<file path="config.mk">
export PLATFORM = sky130hd
export DESIGN_NAME = pu_wb_sram_arbiter
export DESIGN_NICKNAME = d
export VERILOG_FILES = /design/src/rtl/pu_wb_sram_arbiter.sv
export SDC_FILE = /design/constraint.sdc
export NUM_CORES = 1
export LEC_CHECK = 0
export ABC_AREA = 1
export BUFFER_PORTS_ARGS = -buffer_cell sky130_fd_sc_hd__buf_2
export CORE_AREA = 2 2 368 370
export DETAILED_ROUTE_END_ITERATION = 10
export DIE_AREA = 0 0 370 372
export HOLD_SLACK_MARGIN = 0.03
export PLACE_DENSITY = 0.32
export SKIP_CTS_REPAIR_TIMING = 1
export SLEW_MARGIN = 20
export SYNTH_ARGS = -nofsm -noshare
export SYNTH_HDL_FRONTEND = slang
export SYNTH_SLANG_ARGS = --single-unit
</file>
<file path="constraint.sdc">
create_clock -name clock -period 9.1 [get_ports clock]
set_input_delay 1.365 -clock clock [delete_from_list [all_inputs] [get_ports clock]]
set_output_delay 1.365 -clock clock [all_outputs]
set_load 0.05 [all_outputs]
</file>
<file path="src/rtl/pu_wb_sram_arbiter.sv">
// Shared weight-buffer SRAM read arbiter: round-robin over channels, fixed priority
// over streams inside a channel, with back-to-back chaining of a channel's streams.
module pu_wb_sram_arbiter #(
  parameter int NUM_CHANNELS    = 8,
  parameter int NUM_STREAMS     = 3,
  parameter int ADDR_W          = 32,
  parameter int LINE_BYTES_LOG2 = 10,
  parameter int WORD_BYTES_LOG2 = 2
) (
  input  logic                                     clock,
  input  logic                                     reset,
  input  logic [NUM_STREAMS-1:0]                   stream_enable,
  input  logic [NUM_STREAMS*ADDR_W-1:0]            start_address,
  input  logic [NUM_CHANNELS*NUM_STREAMS*ADDR_W-1:0] word_counter,
  input  logic [NUM_CHANNELS*NUM_STREAMS-1:0]      word_read,
  output logic [NUM_CHANNELS*NUM_STREAMS-1:0]      word_ready,
  input  logic                                     WB_SRAM_ready,
  output logic                                     WB_SRAM_read,
  output logic [ADDR_W-1:0]                        WB_SRAM_address,
  output logic                                     busy
);

  localparam int CH_W = $clog2(NUM_CHANNELS);
  localparam int ST_W = (NUM_STREAMS > 1) ? $clog2(NUM_STREAMS) : 1;

  typedef enum logic {IDLE, WAIT} state_t;

  state_t                            state, state_n;
  logic [CH_W-1:0]                   turn, turn_n;
  logic [CH_W-1:0]                   cur_ch, cur_ch_n;
  logic [ST_W-1:0]                   cur_st, cur_st_n;
  logic [NUM_STREAMS-1:0]            served, served_n;
  logic                              read_n;
  logic [ADDR_W-1:0]                 addr_n;
  logic [NUM_CHANNELS*NUM_STREAMS-1:0] ready_n;

  logic [NUM_STREAMS-1:0]            pend [NUM_CHANNELS];
  logic                              scan_hit;
  logic [CH_W-1:0]                   scan_ch, scan_idx;
  logic [ST_W-1:0]                   scan_st;
  logic                              chain_hit;
  logic [ST_W-1:0]                   chain_st;
  logic                              issue;
  logic [CH_W-1:0]                   grant_ch;
  logic [ST_W-1:0]                   grant_st;

  always_comb begin
    for (int c = 0; c < NUM_CHANNELS; c++) begin
      for (int s = 0; s < NUM_STREAMS; s++) begin
        pend[c][s] = word_read[c*NUM_STREAMS + s] & stream_enable[s];
      end
    end
  end

  // Walk downward so the channel closest to turn (in wrap order) is the last to win.
  always_comb begin
    scan_hit = 1'b0;
    scan_ch  = '0;
    scan_idx = '0;
    for (int i = NUM_CHANNELS - 1; i >= 0; i--) begin
      scan_idx = turn + CH_W'(i);
      if (|pend[scan_idx]) begin
        scan_hit = 1'b1;
        scan_ch  = scan_idx;
      end
    end
  end

  always_comb begin
    scan_st = '0;
    for (int s = NUM_STREAMS - 1; s >= 0; s--) begin
      if (pend[scan_ch][s]) scan_st = ST_W'(s);
    end
  end

  always_comb begin
    chain_hit = 1'b0;
    chain_st  = '0;
    for (int s = NUM_STREAMS - 1; s >= 0; s--) begin
      if (pend[cur_ch][s] && !served[s] && (ST_W'(s) > cur_st)) begin
        chain_hit = 1'b1;
        chain_st  = ST_W'(s);
      end
    end
  end

  always_comb begin
    state_n  = state;
    turn_n   = turn;
    cur_ch_n = cur_ch;
    cur_st_n = cur_st;
    served_n = served;
    read_n   = WB_SRAM_read;
    addr_n   = WB_SRAM_address;
    ready_n  = '0;
    issue    = 1'b0;
    grant_ch = cur_ch;
    grant_st = cur_st;

    case (state)
      IDLE: begin
        read_n = 1'b0;
        if (scan_hit) begin
          issue    = 1'b1;
          grant_ch = scan_ch;
          grant_st = scan_st;
          served_n = NUM_STREAMS'(1) << scan_st;
          state_n  = WAIT;
        end
      end
      WAIT: begin
        if (WB_SRAM_ready) begin
          ready_n[int'(cur_ch)*NUM_STREAMS + int'(cur_st)] = 1'b1;
          if (chain_hit) begin
            issue    = 1'b1;
            grant_st = chain_st;
            served_n = served | (NUM_STREAMS'(1) << chain_st);
          end else begin
            read_n  = 1'b0;
            state_n = IDLE;
            turn_n  = cur_ch + CH_W'(1);
          end
        end
      end
      default: state_n = IDLE;
    endcase

    // The address is captured at grant time so later counter updates cannot disturb it.
    if (issue) begin
      read_n   = 1'b1;
      cur_ch_n = grant_ch;
      cur_st_n = grant_st;
      addr_n   = start_address[int'(grant_st)*ADDR_W +: ADDR_W]
               + (ADDR_W'(grant_ch) << LINE_BYTES_LOG2)
               + (word_counter[(int'(grant_ch)*NUM_STREAMS + int'(grant_st))*ADDR_W +: ADDR_W]
                  << WORD_BYTES_LOG2);
    end
  end

  always_ff @(posedge clock) begin
    if (reset) begin
      state           <= IDLE;
      turn            <= '0;
      cur_ch          <= '0;
      cur_st          <= '0;
      served          <= '0;
      WB_SRAM_read    <= 1'b0;
      WB_SRAM_address <= '0;
      word_ready      <= '0;
      busy            <= 1'b0;
    end else begin
      state           <= state_n;
      turn            <= turn_n;
      cur_ch          <= cur_ch_n;
      cur_st          <= cur_st_n;
      served          <= served_n;
      WB_SRAM_read    <= read_n;
      WB_SRAM_address <= addr_n;
      word_ready      <= ready_n;
      busy            <= (state_n == WAIT);
    end
  end

endmodule

</file>
### Word level (Yosys, flattened, before mapping)

Index checks and enable logic that the tools add are counted.

| storage, ports and cells | value |
|---|---|
| bits in registers | 69 |
| input port bits | 894 |
| output and inout bits | 58 |
| word-level logic and storage cells | 183 |

| cells by class | value |
|---|---|
| $add $sub $neg | 12 |
| multiply operators | 2 |
| $lt $le $gt $ge | 15 |
| eq/ne operators | 5 |
| shift-type cells | 4 |
| muxes and demuxes | 77 |
| bitwise gates (word level) | 38 |
| reductions and logical operators | 22 |

Operator list:

| kind | count |
|---|---|
| 768-bit by 12-bit variable part select with 30-bit output | 1 |
| 3-bit 2-to-1 mux | 33 |
| 96-bit by 8-bit variable part select with 32-bit output | 1 |
| 3-bit binary-select mux with 3-bit select | 10 |
| 4-bit >= comparator (second input constant) | 10 |
| 3-bit NOT with 4-bit output | 10 |
| 32-bit by 13-bit adder with 32-bit output | 1 |
| 32-bit adder | 1 |
| 3-bit OR reduction | 9 |
| 1-bit AND | 24 |
| 1-bit 2-to-1 mux | 19 |
| 2-bit 2-to-1 mux | 9 |
| 3-bit adder (second input constant) | 4 |
| 5-bit by 2-bit adder with 6-bit output | 2 |
| 3-bit by 2-bit multiplier with 5-bit output (second input constant) | 2 |
| 1-bit logical AND | 7 |
| 3-bit by 1-bit adder with 3-bit output (second input constant) | 2 |
| 3-bit by 2-bit adder with 3-bit output (second input constant) | 2 |
| 6-bit by 1-bit >= comparator with 1-bit output (second input constant) | 1 |
| 6-bit less-than comparator (second input constant) | 1 |
| 3-bit by 2-bit inequality test with 1-bit output (second input constant) | 2 |
| 1-bit one-hot mux with 2 select lines | 3 |
| 3-bit one-hot mux with 2 select lines | 1 |
| 3-bit AND reduction | 2 |
| other kinds (11) | 18 |

### Depth between registers and ports, before layout

Gate-level depths: netlist (run 1).

| logic depth | value |
|---|---|
| word-level depth | 26 |
| depth in mapped cells | 62 |
| mapped depth without buffers | 54 |

### Worst setup path before layout (run 1)

OpenSTA, ideal clock, no wires.

| timing | value |
|---|---|
| path type | input -> register |
| start | input port stream_enable[1] |
| end | register WB_SRAM_address[29] |
| setup time | 0.134 ns |
| arrival time | 8.737 ns |
| data required time | 8.966 ns |
| setup slack | 0.229 ns |
| cell stages on the path | 48 |
| buffers on the path | 7 |
| cell sequence | buf_6 buf_6 nand2_2 nand2_2 o21ai_2 a21oi_1 o21ai_2 nand2_1 nor2_2 nand2_1 nand3_2 nand2_4 buf_6 nand2_1 nand2_1 nand2_1 nand3_2 nand2_4 [... 12 more ...] ha_1 ha_1 fa_1 nand3_1 nand3_1 nand3_1 nand2_1 nand3_1 nand2_1 a31oi_1 o21ai_0 a21oi_1 o21ai_0 a21boi_0 o21ai_0 nand3_1 a21o_1 a31oi_1 |

| between the ends | value |
|---|---|
| word-level cells in the longest chain between the ends | 25 |
| elaborated cells between the ends (all ways) | 88 |
| those cells by class | add/sub (3); mul (1); shift (2); mux (63); bitwise (9); reduce/logical (10) |

Ends and longest elaborated chain:

| element | line | text |
|---|---|---|
| from (decl) | 12 | `input logic [NUM_STREAMS-1:0] stream_enable,` |
| 1-bit AND | 50 | `pend[c][s] = word_read[c*NUM_STREAMS + s] & stream_enable[s];` |
| 3-bit binary-select mux with 3-bit select | 62 | `if (\|pend[scan_idx]) begin` |
| 3-bit 2-to-1 mux (not written as such) (2 in a row) | 62 |  |
| 3-bit OR reduction | 62 |  |
| 3-bit 2-to-1 mux (8 in a row) | 62 |  |
| 3-bit NOT with 4-bit output (not written as such) | 72 | `if (pend[scan_ch][s]) scan_st = ST_W'(s);` |
| 3-bit binary-select mux with 3-bit select | 72 |  |
| 3-bit 2-to-1 mux (not written as such) (2 in a row) | 72 |  |
| 2-bit 2-to-1 mux (3 in a row) | 72 |  |
| 2-bit 2-to-1 mux | 103 | `if (scan_hit) begin` |
| 2-bit one-hot mux with 2 select lines (*) | 100 | `case (state)` |
| net grant_st[1] | 45 | `logic [ST_W-1:0] grant_st;` |
| 96-bit by 8-bit variable part select with 32-bit output / 5-bit by 2-bit adder with 6-bit output (equally long branches) | 133, 135 |  |
| 32-bit by 13-bit adder with 32-bit output / 768-bit by 12-bit variable part select with 30-bit output (equally long branches) | 134, 135 |  |
| 32-bit adder (*) | 135 | `+ (word_counter[(int'(grant_ch)*NUM_STREAMS + int'(grant_st))*ADDR_W +: ADDR_W]` |
| to (signal assigned) | 158 | `WB_SRAM_address <= addr_n;` |
| to (decl) | 19 | `output logic [ADDR_W-1:0] WB_SRAM_address,` |

The timed path passes the listed nets; every way through them passes the cells marked *. The select of a mux whose other input is x is not followed.
A chain may end at the register's enable or synchronous reset.

### Worst setup path after layout (run 1)

| timing | value |
|---|---|
| start | input port stream_enable[2] |
| end | register WB_SRAM_address[31] |

| between the ends | value |
|---|---|
| word-level cells in the longest chain between the ends | 25 |
| elaborated cells between the ends (all ways) | 90 |
| those cells by class | add/sub (3); mul (1); shift (2); mux (65); bitwise (9); reduce/logical (10) |

Ends and longest elaborated chain:

| element | line |
|---|---|
| 1-bit AND | 50 |
| 3-bit binary-select mux with 3-bit select | 62 |
| 3-bit 2-to-1 mux (not written as such) (2 in a row) | 62 |
| 3-bit OR reduction | 62 |
| 3-bit 2-to-1 mux (8 in a row) | 62 |
| 3-bit NOT with 4-bit output (not written as such) | 72 |
| 3-bit binary-select mux with 3-bit select | 72 |
| 3-bit 2-to-1 mux (not written as such) (2 in a row) | 72 |
| 2-bit 2-to-1 mux (3 in a row) | 72 |
| 2-bit 2-to-1 mux | 103 |
| 2-bit one-hot mux with 2 select lines | 100 |
| 96-bit by 8-bit variable part select with 32-bit output / 5-bit by 2-bit adder with 6-bit output (equally long branches) | 133, 135 |
| 32-bit by 13-bit adder with 32-bit output / 768-bit by 12-bit variable part select with 30-bit output (equally long branches) | 134, 135 |
| 32-bit adder | 135 |

Several ways; a longest one is shown, not always the timed one. The select of a mux whose other input is x is not followed.

==> results by group, run 1 <==
Place
  – DP HPWL: 110,000 µm
  – PortBufs: 903
  – Placed Area: 22,300 µm²
  – Pre-CTS setup slack: -1130 ps
  – Placer Congestion: 0.905
  – Placed Cells: 5,196

Setup path
  – Critical-path top delay cell: fa_4
  – Worst EP required: 9340 ps
  – Crit Path Max Fanout: 11
  – Buf/Inv on CP: 13
  – CP Launch Type: primary input
  – Critical path class: primary input to register
  – Worst path arrival time: 8840 ps
  – Family with the most delay on the worst path: adder cells
  – Worst setup EP type: register
  – Worst Setup SP: stream_enable[2]
  – Slowest stage delay, CP: 830 ps
  – FF-to-FF Start: turn[0]$_SDFFE_PP0P_

Global route
  – Maximum number of pins on one net before global-route repair: 65
  – Initial antenna violation count: 54
  – Vias in the first global route: 21,726
  – GRT Overall Usage: 0.173
  – Congestion Overflow GR: 0
  – First-pass GRT wire length: 168,000 µm

Clock network
  – Clock Sinks: 68
  – Cts bufs inserted: 9
  – Clk_lat worst skew: 340 ps
  – Worst-path clk slew: 60 ps
  – CTS tree: yes
  – CTS H-tree lvls: 3
  – Root Buffer Master: clkbuf_16
  – Clock Path Buffers: 2

Layout
  – Area Growth Syn to Fin: 81.2%
  – NumNets Final: 4,406
  – Multi-input logic area: 11,200 µm²
  – Register area: 1360 µm²
  – Non-filler cells, final: 5,241
  – Layout cells sized above 1: 0.427
  – Filler cells: 15,867
  – Final std cell area, no fill: 23,500 µm²

Timing
  – Final setup fails: 0
  – Final hold violations: 0
  – Worst-margin pin slew: 1070 ps
  – Clock skew: 6.41 ps
  – PnR worst setup slack: 508 ps
  – Peak Freq: 0.116 GHz
  – RSZ-0062 raised after global routing: false
  – Pins over their slew limit: 0
  – Final Cycle Share: 0.944
  – Tmin final: 8590 ps
  – Slew margin rel.: 0.288

Die
  – Die Span Y: 372 µm
  – Full die area: 138,000 µm²
  – I/O pin total: 952
  – Chip width: 370 µm
  – Starting Density: 0.0966
  – # rows: 135
  – Core ar.: 134,000 µm²

Detailed routing
  – Via count: 21,585
  – Starting DRT DRC Count: 1,198
  – TritonRoute pass-1 iters: 5
  – Vias per std cell: 4.12
  – Number of routed nets with antenna violations: 0
  – Final Routed Wirelength: 125,000 µm
  – Routed WL per cell: 23.9 µm
  – # DRC: 0

Synth
  – Mapped Area: 13,000 µm²
  – Most common cell in the netlist: nand2_1
  – Async S/R FF share, synth: 0
  – Commonest cells in the netlist: 484 x nand2_1, 357 x nor2_1, 290 x o21ai_0
  – Syn Inst Count: 2,325
  – Number of flops mapped to enable cells by yosys: 0
  – Yosys warnings: 0
  – Post-synthesis sequential area ratio: 0.105
  – Syn nets: 3,294
  – Avg Cell Area, Syn: 5.58 µm²
  – Post-synth top area share: 0.140
  – Synth Flop Type: dfxtp_1
  – Cells taking the most area after synthesis: nand2_1 14%, o21ai_0 11%, dfxtp_1 10%
  – Number of synthesized register bits: 68
  – Synth unique cells: 55
  – Largest area contributor in the netlist: nand2_1

Status
  – Status: finished clean

Hold path
  – Hold Path Origin: served[2]$_SDFFE_PP0P_
  – Hold Path Class: register to register

Flow run
  – Total of max-cap violations: 0
[metal layers]
metal  wire length [µm]  up-vias  track usage
li1                   -    10438            -
met1              54900    10185        0.225
met2              59000      834        0.300
met3               9750      104       0.0399
met4               1510       24       0.0153
met5                140        -            0
[worst paths after layout]
kind / endpoint / slack (ps) / cells after the start
min: served[2]$_SDFFE_PP0P_ / 460 / 2
max reg2reg: WB_SRAM_address[31]$_SDFFE_PP0P_ / 760 / 48
max: WB_SRAM_address[31]$_SDFFE_PP0P_ / 510 / 48
min reg2reg: served[2]$_SDFFE_PP0P_ / 460 / 2
[tightest hold or removal path: cells and delay by family, from the launching register on]
| kind | cells | cell delay, ps |
|---|---|---|
| AOI/OAI and AO/OA | 1 | 50 |
| DFF | 1 | 310 |
| and+or+nand+nor | 1 | 60 |
[flip-flops by register name, summed over array words and instances, names as in the netlist]
register         count
WB_SRAM_read         1
served               2
word_ready          24
turn                 3
cur_ch               3
WB_SRAM_address     32
state                1
cur_st               2
[cells in the final DEF, fill, tap and decap left out, types with 11 or more instances in the layout]
cell type  count
o31ai_1       26
buf_4        350
nand2_2       44
diode_2       19
nor2_1       354
buf_12        39
o22ai_1       23
nand2_4       22
xor2_1        11
buf_2        900
o21ai_1       53
nor3_1        12
dfxtp_1       68
inv_1         70
o21ai_0      288
nand4_1       13
ha_1          62
a31oi_1       15
nand3_2       14
a221oi_1      33
xnor2_1       18
o221ai_1      70
a21oi_1      221
nand3_1      146
nand2_1      434
[kinds of logic after synthesis]
logic type                 count (synthesis)  synth area share
buffers and inverters                    280            0.0905
adders and majority gates                 75            0.0770
xor gates and xnor gates                  31            0.0209
DFF                                       68             0.105
AOI/OAI and AO/OA                        800             0.364
and+or+nand+nor                         1071             0.342
[cell type report]
| class | count | area share |
|---|---|---|
| Clock inverter | 6 | 0.00485 |
| Inverter | 85 | 0.0150 |
| Clock buffer | 9 | 0.00958 |
| Tap cell | 1781 | 0.0948 |
| Antenna cell | 19 | 0.00202 |
| Sequential cell | 68 | 0.0579 |
| Timing Repair Buffer | 1294 | 0.339 |
| Multi-Input combinational cell | 1979 | 0.476 |
[per-stage QoR]
| stage | setup TNS [ps] | hold WS, ps | utilization |
|---|---|---|---|
| 2_1_floorplan | 0 | 445 | - |
| 3_3_place_gp | -13410 | 454 | 0.166 |
| 3_5_place_dp | -12010 | 457 | 0.166 |
| 5_1_grt | 0 | 497 | 0.175 |
| 6_report | 0 | 464 | 0.175 |
| 4_1_cts | -5960 | 467 | 0.168 |
Power of run 1 is left out: the tool's default activity adds up to more than one toggle a clock period on the data nets, which glitch-free logic cannot reach.
==> run 2: changes to the inputs <==
CORE_AREA = 2 2 367 369   (was 2 2 368 370)
DIE_AREA = 0 0 369 371   (was 0 0 370 372)
PLACE_DENSITY = 0.31   (was 0.32)
clock period = 9.53 ns   (was 9.1 ns; I/O delays follow)
==> results by group, run 2 (synthesis gave the netlist of run 1 again) <==
Status
  – Status: finished clean (unchanged)

Setup path
  – Crit Path Max Fanout: 13 (was 11)
  – Critical path class: primary input to register (unchanged)
  – Worst EP required: 9790 ps (was 9340 ps)
  – Slowest stage delay, CP: 850 ps (was 830 ps)
  – Worst setup EP type: register (unchanged)
  – CP Launch Type: primary input (unchanged)
  – Critical-path top delay cell: fa_4 (unchanged)
  – Crit path top cell by count: nand2_1
  – Worst path arrival time: 9180 ps (was 8840 ps)
  – R2R depth: 48 (unchanged)

Clock network
  – Clock Sinks: 68 (unchanged)
  – Clk_lat worst skew: 350 ps (was 340 ps)
  – Worst-path clk slew: 60 ps (about the same)
  – Root Buffer Master: clkbuf_16 (unchanged)
  – Clock Path Buffers: 2 (unchanged)
  – Cts bufs inserted: 9 (unchanged)
  – CTS H-tree lvls: 3 (unchanged)
  – CTS tree: yes (unchanged)

Timing
  – Slew margin rel.: 0.244 (was 0.288)
  – Final setup fails: 0 (unchanged)
  – PnR worst setup slack: 608 ps (was 508 ps)
  – Final hold violations: 0 (unchanged)
  – Final Cycle Share: 0.936
  – Peak Freq: 0.112 GHz
  – Clock skew: 11.3 ps (was 6.41 ps)
  – Pins over their slew limit: 0 (unchanged)
  – Worst-margin pin slew: 1120 ps (was 1070 ps)
  – Tmin final: 8920 ps
  – Final TNS setup: 0 ps (unchanged)

Layout
  – Number of flip-flops in the largest register: 32 (unchanged)
  – NumNets Final: 4,324 (was 4,406)
  – Layout cells sized above 1: 0.401 (was 0.427)
  – Largest Register: WB_SRAM_address (unchanged)
  – Commonest non-fill, non-tap cell in the layout: buf_2 (unchanged)
  – Most frequent cells in the layout: 900 x buf_2, 466 x nand2_1, 356 x nor2_1 (was 900 x buf_2, 434 x nand2_1, 354 x nor2_1)
  – Final std cell area, no fill: 22,400 µm² (was 23,500 µm²)
  – Top Registers: WB_SRAM_address (32), word_ready (24) (unchanged)
  – Area Growth Syn to Fin: 72.6% (was 81.2%)

Global route
  – Initial antenna violation count: 56 (was 54)
  – First-pass GRT wire length: 168,000 µm (about the same)
  – GRT Overall Usage: 0.174 (was 0.173)
  – Congestion Overflow GR: 0 (unchanged)
  – Maximum number of pins on one net before global-route repair: 65 (unchanged)
  – Vias in the first global route: 21,409 (was 21,726)

Die
  – Full die area: 137,000 µm² (was 138,000 µm²)
  – Core ar.: 133,000 µm² (was 134,000 µm²)
  – # rows: 134 (was 135)
  – Die Span Y: 371 µm (was 372 µm)
  – I/O pin total: 952 (unchanged)
  – Starting Density: 0.0977 (was 0.0966)
  – Chip width: 369 µm (was 370 µm)

Detailed routing
  – Vias per std cell: 4.15 (was 4.12)
  – Final Routed Wirelength: 125,000 µm (about the same)
  – Number of routed nets with antenna violations: 0 (unchanged)
  – Starting DRT DRC Count: 1,443 (was 1,198)
  – Via count: 21,364 (was 21,585)
  – # DRC: 0 (unchanged)
  – Routed WL per cell: 24.3 µm (was 23.9 µm)
  – TritonRoute pass-1 iters: 5 (unchanged)

Hold path
  – Worst Hold Depth: 2 (unchanged)
  – Hold Path Class: register to register (unchanged)

Place
  – PortBufs: 903 (unchanged)
  – Placer Congestion: 0.960 (was 0.905)
  – Pre-CTS setup slack: -789 ps (was -1130 ps)
  – Placed Area: 21,600 µm² (was 22,300 µm²)
  – DP HPWL: 109,000 µm (was 110,000 µm)

Flow run
  – Total of max-cap violations: 0 (unchanged)
## run 2: area by class of cell
type | count | area, µm²
multi-input cells | 1978 | 10900
flip-flops and latches | 68 | 1360
clock buffers | 9 | 225
diodes | 20 | 50.0
well taps | 1768 | 2210
inverters | 85 | 342
clock inverters | 7 | 80.1
repair buffers | 1213 | 7200
fillers | 15791 | 110000
## run 2: layer usage
layer  wire length, µm  global-route usage
met1             55700               0.230
met2             58900               0.299
met3              9130              0.0342
met4              1460              0.0194
met5                82                   0
## run 2: path summary, 6_finish.rpt
kind	startpoint	endpoint	slack (ps)
setup / recovery	stream_enable[0]	WB_SRAM_address[29]$_SDFFE_PP0P_	610
hold / removal	served[2]$_SDFFE_PP0P_	served[2]$_SDFFE_PP0P_	470
setup reg to reg	turn[0]$_SDFFE_PP0P_	WB_SRAM_address[29]$_SDFFE_PP0P_	1050
hold reg to reg	served[2]$_SDFFE_PP0P_	served[2]$_SDFFE_PP0P_	470
## run 2: critical path, delay by kind of cell
family / cells / cell delay [ps]
simple gates: 28 / 3020
fa+ha+maj: 5 / 2110
compound gates: 10 / 1570
buf+inv: 7 / 1030
## run 2: stage by stage
stage	hold slack [ps]	utilization	instances
2_1_floorplan	445	-	2325
3_3_place_gp	455	0.163	5110
3_5_place_dp	461	0.163	5110
4_1_cts	471	0.165	5126
5_1_grt	498	0.168	5131
6_report	472	0.169	5148
Power of run 2 is left out for the same reason.
==> run 3: changes to the inputs <==
MAX_ROUTING_LAYER = met4   (was unset)
PLACE_DENSITY = unset   (was 0.31)
PLACE_DENSITY_LB_ADDON = 0.2   (was unset)
==> results by group, run 3 (synthesis gave the netlist of run 1 again) <==
Status
  – Status: finished clean (unchanged)

Clock network
  – Root Buffer Master: clkbuf_16 (unchanged)
  – Clk_lat worst skew: 340 ps (was 350 ps)
  – CTS H-tree lvls: 3 (unchanged)
  – Worst-path clk slew: 60 ps (about the same)
  – Clock Sinks: 68 (unchanged)
  – Clock Path Buffers: 2 (unchanged)
  – CTS tree: yes (unchanged)
  – Cts bufs inserted: 9 (unchanged)

Setup path
  – Worst EP required: 9730 ps (was 9790 ps)
  – CP Launch Type: primary input (unchanged)
  – Worst setup EP type: register (unchanged)
  – Critical-path top delay cell: fa_4 (unchanged)
  – Crit Path Max Fanout: 9 (was 13)
  – Critical path class: primary input to register (unchanged)
  – Family with the most delay on the worst path: compound AO/OA/AOI/OAI gates (was simple AND/OR/NAND/NOR gates)
  – Worst path arrival time: 9270 ps (was 9180 ps)
  – Buf/Inv on CP: 8 (was 7)
  – Crit path top cell by count: nand2_1 (unchanged)
  – Slowest stage delay, CP: 700 ps (was 850 ps)

Timing
  – Final setup fails: 0 (unchanged)
  – Final hold violations: 0 (unchanged)
  – Tmin final: 9070 ps (was 8920 ps)
  – Final Cycle Share: 0.952 (was 0.936)
  – Clock skew: 10.1 ps (was 11.3 ps)
  – RSZ-0062 raised after global routing: true
  – Peak Freq: 0.110 GHz (was 0.112 GHz)
  – Slew margin rel.: 0.340 (was 0.244)
  – Pins over their slew limit: 0 (unchanged)
  – Worst-margin pin slew: 983 ps (was 1120 ps)
  – Final TNS setup: 0 ps (unchanged)

Layout
  – Number of flip-flops in the largest register: 32 (unchanged)
  – Filler cells: 15,877 (was 15,791)
  – Commonest non-fill, non-tap cell in the layout: buf_2 (unchanged)
  – Top Registers: WB_SRAM_address (32), word_ready (24) (unchanged)
  – Largest Register: WB_SRAM_address (unchanged)
  – Area Growth Syn to Fin: 72.0% (was 72.6%)
  – NumNets Final: 4,321 (was 4,324)
  – Final std cell area, no fill: 22,300 µm² (was 22,400 µm²)
  – Layout cells sized above 1: 0.396 (was 0.401)
  – Most frequent cells in the layout: 900 x buf_2, 463 x nand2_1, 356 x nor2_1 (was 900 x buf_2, 466 x nand2_1, 356 x nor2_1)

Global route
  – GR met2 Demand/Resource: 0.301 (was 0.299)
  – Met1 Usage GRT: 0.231 (was 0.230)
  – Congestion Overflow GR: 0 (unchanged)
  – Maximum number of pins on one net before global-route repair: 83 (was 65)
  – Global-route layer with the greatest usage: met2 (unchanged)
  – GR Util met3: 0.0242 (was 0.0342)
  – GRT Overall Usage: 0.178 (was 0.174)
  – First-pass GRT wire length: 167,000 µm (was 168,000 µm)
  – Initial antenna violation count: 57 (was 56)
  – Vias in the first global route: 21,723 (was 21,409)

Detailed routing
  – # DRC: 0 (unchanged)
  – Vias per std cell: 4.13 (was 4.15)
  – Routed WL per cell: 24.1 µm (was 24.3 µm)
  – Starting DRT DRC Count: 1,295 (was 1,443)
  – Number of routed nets with antenna violations: 0 (unchanged)
  – Via count: 21,296 (was 21,364)
  – TritonRoute pass-1 iters: 6 (was 5)
  – Final Routed Wirelength: 124,000 µm (was 125,000 µm)

Die
  – Starting Density: 0.0977 (unchanged)
  – Die Span Y: 371 µm (unchanged)
  – # rows: 134 (unchanged)
  – Chip width: 369 µm (unchanged)
  – Core ar.: 133,000 µm² (unchanged)
  – I/O pin total: 952 (unchanged)
  – Full die area: 137,000 µm² (unchanged)

Flow run
  – Total of max-cap violations: 0 (unchanged)

Place
  – Placer Congestion: 0.923 (was 0.960)
  – Placed Area: 21,600 µm² (about the same)
  – PortBufs: 903 (unchanged)
  – DP HPWL: 108,000 µm (was 109,000 µm)

Hold path
  – Hold Path Class: register to register (unchanged)
[run 3: changes by cell type in the layout (fill, tap and decap cells not counted), moves of 3 or more]
cell      before  now
diode_2       20   30
a221oi_1      33   40
o31ai_1       23   30
a221oi_2      10    4
buf_4        282  277
o31ai_2        6    1
nand2_1      466  463
nand2_2       30   33
[run 3: area by class of cell]
| cell class | count | area (µm²) | share of cell area |
|---|---|---|---|
| Timing Repair Buffer | 1210 | 7190 | 0.322 |
| Clock inverter | 7 | 80.1 | 0.00359 |
| Multi-Input combinational cell | 1978 | 10800 | 0.485 |
| Sequential cell | 68 | 1360 | 0.0610 |
| Tap cell | 1768 | 2210 | 0.0992 |
| Antenna cell | 30 | 75.1 | 0.00337 |
| Inverter | 85 | 344 | 0.0154 |
| Clock buffer | 9 | 225 | 0.0101 |
[run 3: metal layers]
layer,vias to the layer above,share of wire
met5,-,0
met4,0,0.015
met3,109,0.064
met2,902,0.47
met1,10011,0.45
li1,10274,-
[run 3: path summary, 6_finish.rpt]
check	slack [ps]	startpoint	cells past startpoint	to
worst max register to register	840	turn[0]$_SDFFE_PP0P_	46	WB_SRAM_address[28]$_SDFFE_PP0P_
worst min register to register	480	WB_SRAM_address[0]$_SDFFE_PP0P_	2	WB_SRAM_address[0]$_SDFFE_PP0P_
worst max-delay path	460	stream_enable[0]	48	WB_SRAM_address[28]$_SDFFE_PP0P_
worst min-delay path	480	WB_SRAM_address[0]$_SDFFE_PP0P_	2	WB_SRAM_address[0]$_SDFFE_PP0P_
[run 3: stage by stage]
stage | instances | worst slack (ps) | hold slack, ps | utilization
finish | 5155 | 460 | 483 | 0.168
global route | 5143 | -65.2 | 501 | 0.168
global placement | 5105 | -812 | 459 | 0.162
detailed placement | 5105 | -787 | 467 | 0.162
CTS | 5121 | -491 | 476 | 0.165
floorplan | 2325 | 595 | 445 | -
[run 3: worst register-to-register path: cells and delay by family (launching register included)]
family                     cells  cell delay (ps)
AOI/OAI and AO/OA             14             2430
xor gates and xnor gates       1              230
adders and majority gates      6             2340
buffers and inverters          9             1510
DFF                            1              400
and+or+nand+nor               16             1640
Power of run 3 is left out for the same reason.
